$ cat config.mk
export PLATFORM = sky130hd
export DESIGN_NAME = dds_phase_ctrl_flat
export DESIGN_NICKNAME = d
export VERILOG_FILES = /design/src/rtl/dds_phase_ctrl_if.sv /design/src/rtl/dds_phase_ctrl.sv /design/src/flat_wrapper.sv
export SDC_FILE = /design/constraint.sdc
export NUM_CORES = 1
export LEC_CHECK = 0
export ABC_AREA = 1
export CAP_MARGIN = 20
export CORE_MARGIN = 10
export CORE_UTILIZATION = 64
export CTS_CLUSTER_SIZE = 14
export DETAILED_ROUTE_END_ITERATION = 10
export HOLD_SLACK_MARGIN = 0.06
export PLACE_DENSITY = 0.83
export SKIP_LAST_GASP = 1
export SLEW_MARGIN = 20
export SYNTH_ARGS = -nofsm -noshare
export SYNTH_HDL_FRONTEND = slang
export SYNTH_SLANG_ARGS = --single-unit
$ cat constraint.sdc
create_clock -name clk -period 12.6 [get_ports clk]
set_input_delay 2.52 -clock clk [delete_from_list [all_inputs] [get_ports clk]]
set_output_delay 2.52 -clock clk [all_outputs]
set_load 0.01 [all_outputs]
$ cat src/rtl/dds_phase_ctrl_if.sv
// Config port of dds_phase_ctrl. Each valid/ready transfer carries one frequency word
// or one phase-offset word, selected by cfg_sel.
interface dds_cfg_if #(
  parameter int ACC_W = 32
);
  logic             cfg_valid;
  logic             cfg_ready;
  logic             cfg_sel;
  logic [ACC_W-1:0] cfg_data;

  modport master (output cfg_valid, cfg_sel, cfg_data, input cfg_ready);
  modport slave  (input cfg_valid, cfg_sel, cfg_data, output cfg_ready);
endinterface

$ cat src/rtl/dds_phase_ctrl.sv
// Phase accumulator front end for a registered sine ROM. Frequency and offset updates
// are staged, then committed at accumulator wrap. Stopping always lands on phase zero.
module dds_phase_ctrl #(
  parameter int ACC_W   = 32,
  parameter int ADDR_W  = 9,
  parameter int ROM_LAT = 1
) (
  input  logic              clk,
  input  logic              rst_n,
  input  logic              run,
  dds_cfg_if.slave          cfg,
  output logic [ADDR_W-1:0] rom_addr,
  output logic              addr_valid,
  output logic              sample_valid,
  output logic              wrap,
  output logic              busy
);

  typedef enum logic [1:0] {IDLE, RUN, STOP_WAIT} state_e;

  state_e             state_q, state_d;
  logic [ACC_W-1:0]   acc_q, acc_d;
  logic [ACC_W-1:0]   fword_q, fword_d;
  logic [ACC_W-1:0]   poff_q, poff_d;
  logic [ACC_W-1:0]   staged_f_q, staged_f_d;
  logic [ACC_W-1:0]   staged_p_q, staged_p_d;
  logic               pend_f_q, pend_f_d;
  logic               pend_p_q, pend_p_d;
  logic [ADDR_W-1:0]  rom_addr_q, rom_addr_d;
  logic               addr_valid_q, addr_valid_d;
  logic               wrap_q, wrap_d;
  logic [ROM_LAT-1:0] sv_q, sv_d;

  logic [ACC_W:0]     sum;
  logic               carry;
  logic               commit;
  logic               xfer;

  assign sum           = {1'b0, acc_q} + {1'b0, fword_q};
  assign carry         = (state_q != IDLE) && sum[ACC_W];
  assign cfg.cfg_ready = !pend_f_q && !pend_p_q;
  assign xfer          = cfg.cfg_valid && cfg.cfg_ready;

  // NOTE: every always_comb output gets a default before any branch; a path that
  // leaves one unassigned would infer a latch.
  always_comb begin : fsm_next
    state_d = state_q;
    acc_d   = sum[ACC_W-1:0];
    case (state_q)
      IDLE: begin
        acc_d = '0;
        if (run) state_d = RUN;
      end
      RUN: begin
        if (!run) state_d = STOP_WAIT;
      end
      STOP_WAIT: begin
        // A zero step can never carry, so stop immediately rather than wait forever.
        if (run) begin
          state_d = RUN;
        end else if (carry || fword_q == '0) begin
          state_d = IDLE;
          acc_d   = '0;
        end
      end
      default: begin
        state_d = IDLE;
        acc_d   = '0;
      end
    endcase
  end

  always_comb begin : cfg_next
    // The carry that ends a stop is not a wrap; its pending update commits from IDLE.
    wrap_d     = carry && (state_d != IDLE);
    commit     = (state_q == IDLE) || wrap_d;
    fword_d    = fword_q;
    poff_d     = poff_q;
    staged_f_d = staged_f_q;
    staged_p_d = staged_p_q;
    pend_f_d   = pend_f_q;
    pend_p_d   = pend_p_q;
    if (commit && pend_f_q) begin
      fword_d  = staged_f_q;
      pend_f_d = 1'b0;
    end
    if (commit && pend_p_q) begin
      poff_d   = staged_p_q;
      pend_p_d = 1'b0;
    end
    // xfer needs both pending flags clear, so it never collides with a commit above.
    if (xfer) begin
      if (cfg.cfg_sel) begin
        staged_p_d = cfg.cfg_data;
        pend_p_d   = 1'b1;
      end else begin
        staged_f_d = cfg.cfg_data;
        pend_f_d   = 1'b1;
      end
    end
  end

  // The address is built from next-state phase and offset so it lines up with addr_valid.
  assign rom_addr_d   = acc_d[ACC_W-1 -: ADDR_W] + poff_d[ACC_W-1 -: ADDR_W];
  assign addr_valid_d = (state_d != IDLE);

  always_comb begin : sv_next
    sv_d    = sv_q << 1;
    sv_d[0] = addr_valid_q;
  end

  // NOTE: sequential state uses non-blocking assignments only, so every register
  // samples the pre-edge value of every other register.
  always_ff @(posedge clk or negedge rst_n) begin
    if (!rst_n) begin
      state_q      <= IDLE;
      acc_q        <= '0;
      fword_q      <= '0;
      poff_q       <= '0;
      staged_f_q   <= '0;
      staged_p_q   <= '0;
      pend_f_q     <= 1'b0;
      pend_p_q     <= 1'b0;
      rom_addr_q   <= '0;
      addr_valid_q <= 1'b0;
      wrap_q       <= 1'b0;
      sv_q         <= '0;
    end else begin
      state_q      <= state_d;
      acc_q        <= acc_d;
      fword_q      <= fword_d;
      poff_q       <= poff_d;
      staged_f_q   <= staged_f_d;
      staged_p_q   <= staged_p_d;
      pend_f_q     <= pend_f_d;
      pend_p_q     <= pend_p_d;
      rom_addr_q   <= rom_addr_d;
      addr_valid_q <= addr_valid_d;
      wrap_q       <= wrap_d;
      sv_q         <= sv_d;
    end
  end

  assign rom_addr     = rom_addr_q;
  assign addr_valid   = addr_valid_q;
  assign sample_valid = sv_q[ROM_LAT-1];
  assign wrap         = wrap_q;
  assign busy         = (state_q != IDLE);

endmodule

$ cat src/flat_wrapper.sv
// flat-port wrapper written by rule: the top's interface ports become plain ports
module dds_phase_ctrl_flat 
#(
  parameter int ACC_W   = 32,
  parameter int ADDR_W  = 9,
  parameter int ROM_LAT = 1
)
  (clk, rst_n, run, rom_addr, addr_valid, sample_valid, wrap, busy, cfg_cfg_valid, cfg_cfg_sel, cfg_cfg_data, cfg_cfg_ready);
  dds_cfg_if #(.ACC_W(ACC_W)) cfg_i ();
  input  logic clk;
  input  logic rst_n;
  input  logic run;
  output logic [ADDR_W-1:0] rom_addr;
  output logic addr_valid;
  output logic sample_valid;
  output logic wrap;
  output logic busy;
  input wire logic [$bits(cfg_i.cfg_valid)-1:0] cfg_cfg_valid;
  input wire logic [$bits(cfg_i.cfg_sel)-1:0] cfg_cfg_sel;
  input wire logic [$bits(cfg_i.cfg_data)-1:0] cfg_cfg_data;
  output wire logic [$bits(cfg_i.cfg_ready)-1:0] cfg_cfg_ready;
  assign cfg_i.cfg_valid = cfg_cfg_valid;
  assign cfg_i.cfg_sel = cfg_cfg_sel;
  assign cfg_i.cfg_data = cfg_cfg_data;
  assign cfg_cfg_ready = cfg_i.cfg_ready;
  dds_phase_ctrl #(.ACC_W(ACC_W), .ADDR_W(ADDR_W), .ROM_LAT(ROM_LAT)) u_core (.clk(clk), .rst_n(rst_n), .run(run), .cfg(cfg_i), .rom_addr(rom_addr), .addr_valid(addr_valid), .sample_valid(sample_valid), .wrap(wrap), .busy(busy));
endmodule
==> After elaboration in Yosys (flattened, before gate mapping) <==
Index checks and enable logic that the tools add are counted.
{ "totals": {"reg_bits": 176, "output_inout_bits": 14, "elab_cells": 49} }
{ "op_classes": {"addsub": 2, "n_eq_ne": 2, "muxes": 15, "n_bitwise": 1, "reduce_logical": 16} }
{ "op_table": {"columns": ["op", "n"], "rows": [
  ["two-way mux 32 bit", 3],
  ["one-hot mux 32 bit (2 select lines)", 1],
  ["adder 32 x 32 -> 33 bit", 1],
  ["logical NOT 32 bit", 1],
  ["adder 9 bit", 1],
  ["two-way mux 2 bit", 4],
  ["logical AND 1 bit", 6],
  ["two-way mux 1 bit", 6],
  ["one-hot mux 2 bit (3 select lines)", 1],
  ["AND reduction 2 bit", 2],
  ["nonzero test 2 bit", 2],
  ["equality test 2 x 1 -> 1 bit (second input constant)", 1],
  ["equality test 2 bit (second input constant)", 1],
  ["logical NOT 1 bit", 2],
  ["logical NOT 2 bit", 1],
  ["logical OR 1 bit", 2],
  ["NOT 1 bit", 1]
]} }

==> Depth between registers and ports, before layout <==
{ "logic_depth": {"word_depth": 13, "ltp_mapped": 37, "mapped_depth_nobuf": 36} }

==> Least setup slack after synthesis <==
No wires, ideal clock.
{ "synth_timing": {"path_type": "input-to-reg", "from": "in run", "to": "reg u_core.rom_addr_q[8], in the netlist u_core.rom_addr[8]", "setup_ns": 0.118, "arrival_ns": 4.969, "t_required_ns": 12.482, "setup_slack_ns": 7.513, "cell_stages": 23, "n_path_buf": 2, "cell_sequence": "nor2_1 -> nand2_1 -> nand2_1 -> nand2_2 -> nand2_4 -> nand2_4 -> nand2_8 -> buf_12 -> buf_12 -> nand3_2 -> nand2_1 -> ha_1 -> inv_1 -> fa_1 -> o21ai_0 -> a21oi_1 -> o21bai_1 -> nand2_1 -> nand2_1 -> a21oi_1 -> xor2_1 -> nand3_1 -> nand2_1"} }
{ "synth_via": {"elab_chain_cells": 8} }
{ "synth_lines": {"columns": ["element", "line_no", "rtl"], "rows": [
  ["start: declaration", "flat_wrapper.sv:12", "input logic run;"],
  ["two-way mux 2 bit (on tied branches)", "dds_phase_ctrl.sv:59, dds_phase_ctrl.sv:52, dds_phase_ctrl.sv:55", null],
  ["one-hot mux 2 bit (3 select lines) *", "dds_phase_ctrl.sv:49", "case (state_q)"],
  ["nonzero test 2 bit *", null, null],
  ["via u_core.addr_valid_d", "dds_phase_ctrl.sv:30", "logic addr_valid_q, addr_valid_d;"],
  ["logical AND 1 bit *", "dds_phase_ctrl.sv:75", "wrap_d = carry && (state_d != IDLE);"],
  ["logical OR 1 bit *", "dds_phase_ctrl.sv:76", "commit = (state_q == IDLE) || wrap_d;"],
  ["logical AND 1 bit *", "dds_phase_ctrl.sv:87", "if (commit && pend_p_q) begin"],
  ["two-way mux 32 bit *", "dds_phase_ctrl.sv:87", null],
  ["via u_core.poff_d[23]", "dds_phase_ctrl.sv:24", "logic [ACC_W-1:0] poff_q, poff_d;"],
  ["adder 9 bit *", "dds_phase_ctrl.sv:104", "assign rom_addr_d = acc_d[ACC_W-1 -: ADDR_W] + poff_d[ACC_W-1 -: ADDR_W];"],
  ["via u_core.rom_addr_d[8]", "dds_phase_ctrl.sv:29", "logic [ADDR_W-1:0] rom_addr_q, rom_addr_d;"],
  ["end signal: assignment", "dds_phase_ctrl.sv:137", "rom_addr_q <= rom_addr_d;"],
  ["end: declaration", "dds_phase_ctrl.sv:29", null]
]} }
Mark *: on every way through the listed nets, which the timed path passes. The rest lies on a longest branch.
A chain may end at the register's enable or synchronous reset.

==> Worst setup path in the final report <==
{ "layout_timing": {"from": "in run", "to": "reg u_core.rom_addr_q[8], in the netlist u_core.rom_addr[8]"} }
{ "layout_lines": {"columns": ["element", "line_no", "rtl"], "rows": [
  ["two-way mux 32 bit", "dds_phase_ctrl.sv:59", "if (run) begin"],
  ["one-hot mux 32 bit (2 select lines)", "dds_phase_ctrl.sv:49", null],
  ["via u_core.acc_d[26]", "dds_phase_ctrl.sv:22", "logic [ACC_W-1:0] acc_q, acc_d;"],
  ["adder 9 bit", "dds_phase_ctrl.sv:104", null],
  ["via u_core.rom_addr_d[8]", "dds_phase_ctrl.sv:29", null]
]} }
The timed path passes the listed nets, and every way through them passes these cells.

==> results_dict.tcl <==
set metrics [dict create \
    worst_slew_pin_slew_ns 0.863 \
    required_ns 13.02 \
    placeableCoreArea_mm2 0.0108 \
    p_per_area_mw_per_mm2 274 \
    relSlewSlack 0.421 \
    worstSetupStartpointType "primary input" \
    first_iter_violations 475 \
    drtPass1Iterations 5 \
    path_clk_slew_ns 0.06 \
    crit_fanout 26 \
    die_w_um 125 \
    yosys.area.top_type "dfrtp_1" \
    setup_violations 0 \
    max-vdd-ir-drop_uv 146 \
    status "complete, no violations" \
    path_class "in -> reg" \
    max_cap_viol_count 0 \
    synth-seq-cells 130 \
    leakage_nw 4.27 \
    synth.distinct_cells 44 \
    drc_errors 0 \
    synth_top_area_frac 0.462 \
    cts_root_buf "clkbuf_8" \
    synthTopCellsByArea "dfrtp_1 (46%), nand2_1 (11%), ha_1 (7.8%)" \
    via_per_inst 5.69 \
    gp_congestion 0.909 \
    cts_made_buffers 17 \
    period_needed_ns 6.00 \
    fin_crit_sh 0.476 \
    cts_tree "built" \
    wl_per_cell_um 17.1 \
    rows 38 \
    fill_cells 696 \
    ys_top_cells_by_count "nand2_1 (198), dfrtp_1 (130), nor2_1 (81)" \
    fp.dieArea_mm2 0.0156 \
    ctsResizeCount 0 \
    placedCellCount 972 \
    grt_use_total 0.220 \
    crit_chain "clkdlybuf4s50_1, a21oi_1, a21boi_2, clkinv_1, a21oi_1, o21a_1, ha_1, a21oi_1, o21ai_0, a21oi_1, o21bai_1, nand2_1, nand2_1, a21oi_1, inv_1, nand2_1, nand2_1, nand3_1, nand2_1" \
    crit_arrival_ns 6.42 \
    htreeDepth 4 \
    post_cts_buffers 0 \
    detailed_place.area_mm2 0.00758 \
    grt_max_degree 85 \
    antennaDiodeCount 0 \
    busiest_layer "met2" \
    clkLatencyLatePin_ns 0.53 \
    fin_util 0.763 \
    cpPeakStageDelay_ns 0.75 \
    finalSetupTns_ns 0 \
    cts_buffer_depth 2 \
    grt_pass1_wl_mm 28.7 \
    wl_mm 17.2 \
    slew_viol_final 0 \
    grtUsageMet3 0.0591 \
    avgSynthCellArea_um2 8.81 \
    drive_gt1_frac 0.120 \
    hpwl_mm 11.4 \
    met2_usage 0.374 \
    synth_most_common_cell "nand2_1" \
    port_buffers 50 \
    whs_path_depth 0 \
    grt_pass1_vias 6008 \
    synth_seq_area_share 0.462 \
    synth_top_flop_cell "dfrtp_1" \
    cp_slowest_cell "clkinv_1" \
    area_delta_synth_final_pct 16.9 \
    ios 51 \
    max_freq_ghz 0.167 \
    r2r-start "u_core.fword_q[0]" \
    worstHoldPathType "reg -> reg" \
    rr_endpoint "u_core.rom_addr[8]" \
    r2r_setup_slack_ns 7.58 \
    min_to "u_core.sample_valid" \
    postSynthCellCount 800 \
    cp-end-kind "flop" \
    rsz0062_at_grt "no" \
    cts_sinks 130 \
    hp-start "u_core.addr_valid" \
    cts_hold_buf 0 \
    fin_skew_ns 0.00720 \
    reg2reg_depth 31 \
    die_h_um 125 \
    antenna_found_initial 0 \
    syn_area_mm2 0.00705 \
    grt_overflow_total 0 \
    hold_violations 0 \
    ys_warn_count 0 \
    ys_async_sr_fraction 1.00 \
    drtAntennaViolNets 0 \
    nNetsFinal 934 \
    start_util 0.653 \
    grt_util_met1 0.264 \
    synth_edf_count 0 \
    num_vias 5708 \
    instances_no_fill 1004 \
    mappedNetlistNets 883 \
    design_area_mm2 0.00824 \
]
## layer usage
metal  vias up  wire, µm
met5         -         0
li1       2687         -
met3        30      1150
met2       211      8530
met4         0       348
met1      2780      7130
## cell families after synthesis
kind of cell / after synthesis / share of synthesized area
simple gates: 360 / 0.231
fa+ha+maj: 46 / 0.0838
mux: 20 / 0.0320
xor+xnor: 28 / 0.0348
compound gates: 110 / 0.0893
flops: 130 / 0.462
buf+inv: 106 / 0.0676
## worst max-delay path: cells and delay by family
| kind | cells | cell delay [ns] |
|---|---|---|
| buffers and inverters | 3 | 1.39 |
| adders and majority gates | 1 | 0.29 |
| AOI/OAI and AO/OA | 9 | 1.84 |
| and+or+nand+nor | 6 | 0.38 |
## flip-flops by register name, indices dropped and copies added (netlist names), 2 cells and up
| signal | count |
|---|---|
| u_core.acc_q | 32 |
| u_core.fword_q | 32 |
| u_core.poff_q | 9 |
| u_core.rom_addr | 9 |
| u_core.staged_f_q | 32 |
| u_core.staged_p_q | 9 |
| u_core.state_q | 2 |
## metrics by stage
stage | hold slack, ns | power [mW] | worst slack (ns)
6_report | 0.375 | 2.25 | 6.60
5_1_grt | 0.389 | 2.40 | 6.32
4_1_cts | 0.379 | 2.24 | 6.66
3_5_place_dp | 0.365 | 1.68 | 6.14
3_3_place_gp | 0.364 | 1.62 | 6.32
2_1_floorplan | 0.416 | 1.44 | 7.51
## worst max-delay path by stage
stage | from | endpoint
6_report | run | u_core.rom_addr[8]
5_1_grt | run | u_core.rom_addr[8]
4_1_cts | run | u_core.rom_addr[8]
3_5_place_dp | run | u_core.rom_addr[8]
3_3_place_gp | run | u_core.rom_addr[8]
2_1_floorplan | run | u_core.rom_addr[8]
## cell usage in the layout (no fill, tap or decap), drive strengths merged
master / netlist / routed
a31oi: 5 / 5
and2: 1 / 1
clkinvlp: 0 / 4
xor2: 16 / 16
clkdlybuf4s50: 0 / 49
o21ai: 42 / 42
o221ai: 1 / 1
a21boi: 4 / 4
nand2: 213 / 213
o21bai: 6 / 6
xnor2: 12 / 12
o21a: 2 / 2
buf: 14 / 4
a21oi: 45 / 45
bufinv: 0 / 5
nand4: 2 / 2
nand3b: 1 / 1
nor3b: 1 / 1
clkinv: 1 / 2
ha: 44 / 44
nor2: 82 / 82
mux2: 20 / 20
or2: 1 / 1
clkbuf: 7 / 20
dfrtp: 130 / 130
o211ai: 1 / 1
inv: 84 / 86
fa: 2 / 2
a21o: 4 / 4
nor3: 2 / 2
nand3: 57 / 57
## final cells by class
cell class / instances / area, µm² / area share
multi-input combinational: 564 / 3320 / 0.403
sequential: 130 / 3250 / 0.395
timing repair buffer: 53 / 524 / 0.0636
clock buffer: 20 / 445 / 0.0541
inverter: 85 / 319 / 0.0387
clock inverter: 12 / 203 / 0.0246
tap: 140 / 175 / 0.0213
## report_power, final
group          total, mW  internal [mW]  switching [mW]
combinational      0.976          0.364           0.612
clock              0.538          0.353           0.185
sequential         0.740          0.609           0.131
total               2.25           1.33           0.928
Power figures use the tool's default switching activity.
==> variant, RTL diff (same flow settings) <==
`ADDR_W` is set to 9 in 2 places; all go to 8.
--- a/src/rtl/dds_phase_ctrl.sv
+++ b/src/rtl/dds_phase_ctrl.sv
@@ -4,3 +4,3 @@
   parameter int ACC_W   = 32,
-  parameter int ADDR_W  = 9,
+  parameter int ADDR_W  = 8,
   parameter int ROM_LAT = 1
--- a/src/flat_wrapper.sv
+++ b/src/flat_wrapper.sv
@@ -4,3 +4,3 @@
   parameter int ACC_W   = 32,
-  parameter int ADDR_W  = 9,
+  parameter int ADDR_W  = 8,
   parameter int ROM_LAT = 1
Interface: changed (resized rom_addr); port bits go from 51 to 50. No check against the original RTL was run, so the function may have changed too.
==> variant against the original RTL <==
- wire length down 19%
- worst setup slack gained 0.17 ns
- core utilization rose by 0.057 points
- clock power fell by 11%
- synthesized cell count decreased by 16%
- sequential cell count fell by 3
- first-iteration DRC count shrank 13%
- area after synthesis shrank 5.9%
- design area down 5.1%
- sequential power decreased by 5.5%
- clock skew increased by 0.0011 ns
- combinational power fell by 12%
- total power is 9.5% lower
- largest cell class is now flip-flops and latches
==> variant: results <==
group,metric,value,unit
clock_tree,ctsHtreeMaxLevel,4,
clock_tree,cts_resized,0,
clock_tree,clk_latency,0.55,ns
clock_tree,cts.reportedPaths.clkPinSlew,0.06,ns
logic_synthesis,synth_xor_area_frac,0.0264,
logic_synthesis,yosys_warnings,0,
timing,skew,0.00832,ns
global_routing,antenna_found_initial,0,
logic_synthesis,synthCells,674,
logic_synthesis,ys_seq_area_frac,0.479,
global_routing,grt_first_pass_wirelength,24100,um
clock_tree,cts_hold_repair.buffers,0,
outcome,outcome,"finished, final reports clean",
pwr,ir_drop,177,uV
detailed_routing,wl,13800,um
logic_synthesis,async_flop_share,1.00,
layout,layout-drive-gt1-share,0.151,
global_routing,track_usage,0.202,
placement,port_buffers,49,
logic_synthesis,synth_area_leaders,"dfrtp_1, ha_1, nand2_1",
clock_tree,post_cts_buffers,0,
worst_setup_path,critical_path.top_delay_family,"buffers and inverters",
detailed_routing,vias,4881,
detailed_routing,first_pass_iters,5,
logic_synthesis,yosys.cell_types.count,41,
clock_tree,cts-root-buf,"clkbuf_8",
detailed_routing,drt_iter0_drc,414,
placement,dp_cells,849,
global_routing,grt_pass1_vias,5089,
layout,fin_nets,814,
logic_synthesis,synth_common_cells,"dfrtp_1, nand2_1, nor2_1, inv_1, a21oi_1",
worst_setup_path,worstPathArrival,6.27,ns
logic_synthesis,synth_nets,756,
global_routing,grt_max_degree,68,
worst_setup_path,slowest_delay,0.54,ns
min_path,worstHoldPathType,"flip-flop to flip-flop",
detailed_routing,wl_per_cell,15.7,um
pwr,p_leak,3.96,nW
placement,hpwl,9680,um
placement,gp_congestion,0.934,
placement,postPlaceCellArea,0.00723,mm2
clock_tree,cts_inserted_buffers,17,
logic_synthesis,ys.flop_type,"dfrtp_1",
layout,num_antenna_cells,0,
timing,setup-tns-final,0,ns
logic_synthesis,synth_fa_ha_area_frac,0.0872,
clock_tree,clockBufferDepth,2,
worst_setup_path,cp_slowest_cell,"inv_1",
worst_setup_path,crit_fanout,22,
logic_synthesis,synthMuxAreaShare,0.119,
logic_synthesis,synth_compound_area_frac,0.0907,
timing,tightest_slew,0.881,ns
layout,reg_top3,"u_core.acc_q (32), u_core.fword_q (32), u_core.staged_f_q (32)",
[variant: through the flow]
step,setup slack (ns),util
floorplan,7.51,-
global placement,6.47,0.707
detailed placement,6.28,0.707
CTS,6.82,0.764
global route,6.44,0.764
finish,6.77,0.764
[variant: layer usage]
metal | vias to the layer above | share of wire | global-route usage
met1 | 2370 | 0.44 | 0.250
li1 | 2349 | - | -
met3 | 24 | 0.059 | 0.0615
met5 | - | 0 | 0
met2 | 138 | 0.48 | 0.327
met4 | 0 | 0.016 | 0.0708
[variant: worst paths after layout]
path	cells after the start	slack [ns]	end	from
worst max-delay path	22	6.77	u_core.rom_addr[7]$_DFF_PN0_	run
worst min-delay path	0	0.39	u_core.sample_valid$_DFF_PN0_	u_core.addr_valid$_DFF_PN0_
worst max register to register	32	7.50	u_core.rom_addr[7]$_DFF_PN0_	u_core.fword_q[0]$_DFFE_PN0P_
worst min register to register	0	0.39	u_core.sample_valid$_DFF_PN0_	u_core.addr_valid$_DFF_PN0_
max in group asynchronous	2	9.22	u_core.acc_q[18]$_DFF_PN0_	rst_n
min in group asynchronous	1	2.06	u_core.fword_q[12]$_DFFE_PN0P_	rst_n
[variant: cell type report]
| cell class | count | area, um2 |
|---|---|---|
| multi-input cells | 470 | 3140 |
| repair buffers | 51 | 503 |
| clock buffers | 21 | 469 |
| inverters | 65 | 244 |
| fillers | 677 | 2420 |
| clock inverters | 9 | 110 |
| flip-flops and latches | 127 | 3180 |
| well taps | 136 | 170 |
[variant: worst register-to-register path: cells and delay by family, from the launching register on]
family          cells  cell delay (ns)
simple gates       15             1.70
compound gates      8             1.28
fa+ha+maj           3             0.88
buf+inv             6             0.73
flops               1             0.38
[variant: logic make-up after synthesis]
kind of cell,after synthesis
simple gates,233
flops,127
compound gates,111
buf+inv,77
mux,61
fa+ha+maj,45
xor+xnor,20
[variant: where the power goes]
| group | internal (mW) | total [mW] | switching, mW |
|---|---|---|---|
| logic | 0.392 | 0.862 | 0.471 |
| registers | 0.587 | 0.699 | 0.112 |
| clock network | 0.300 | 0.479 | 0.179 |
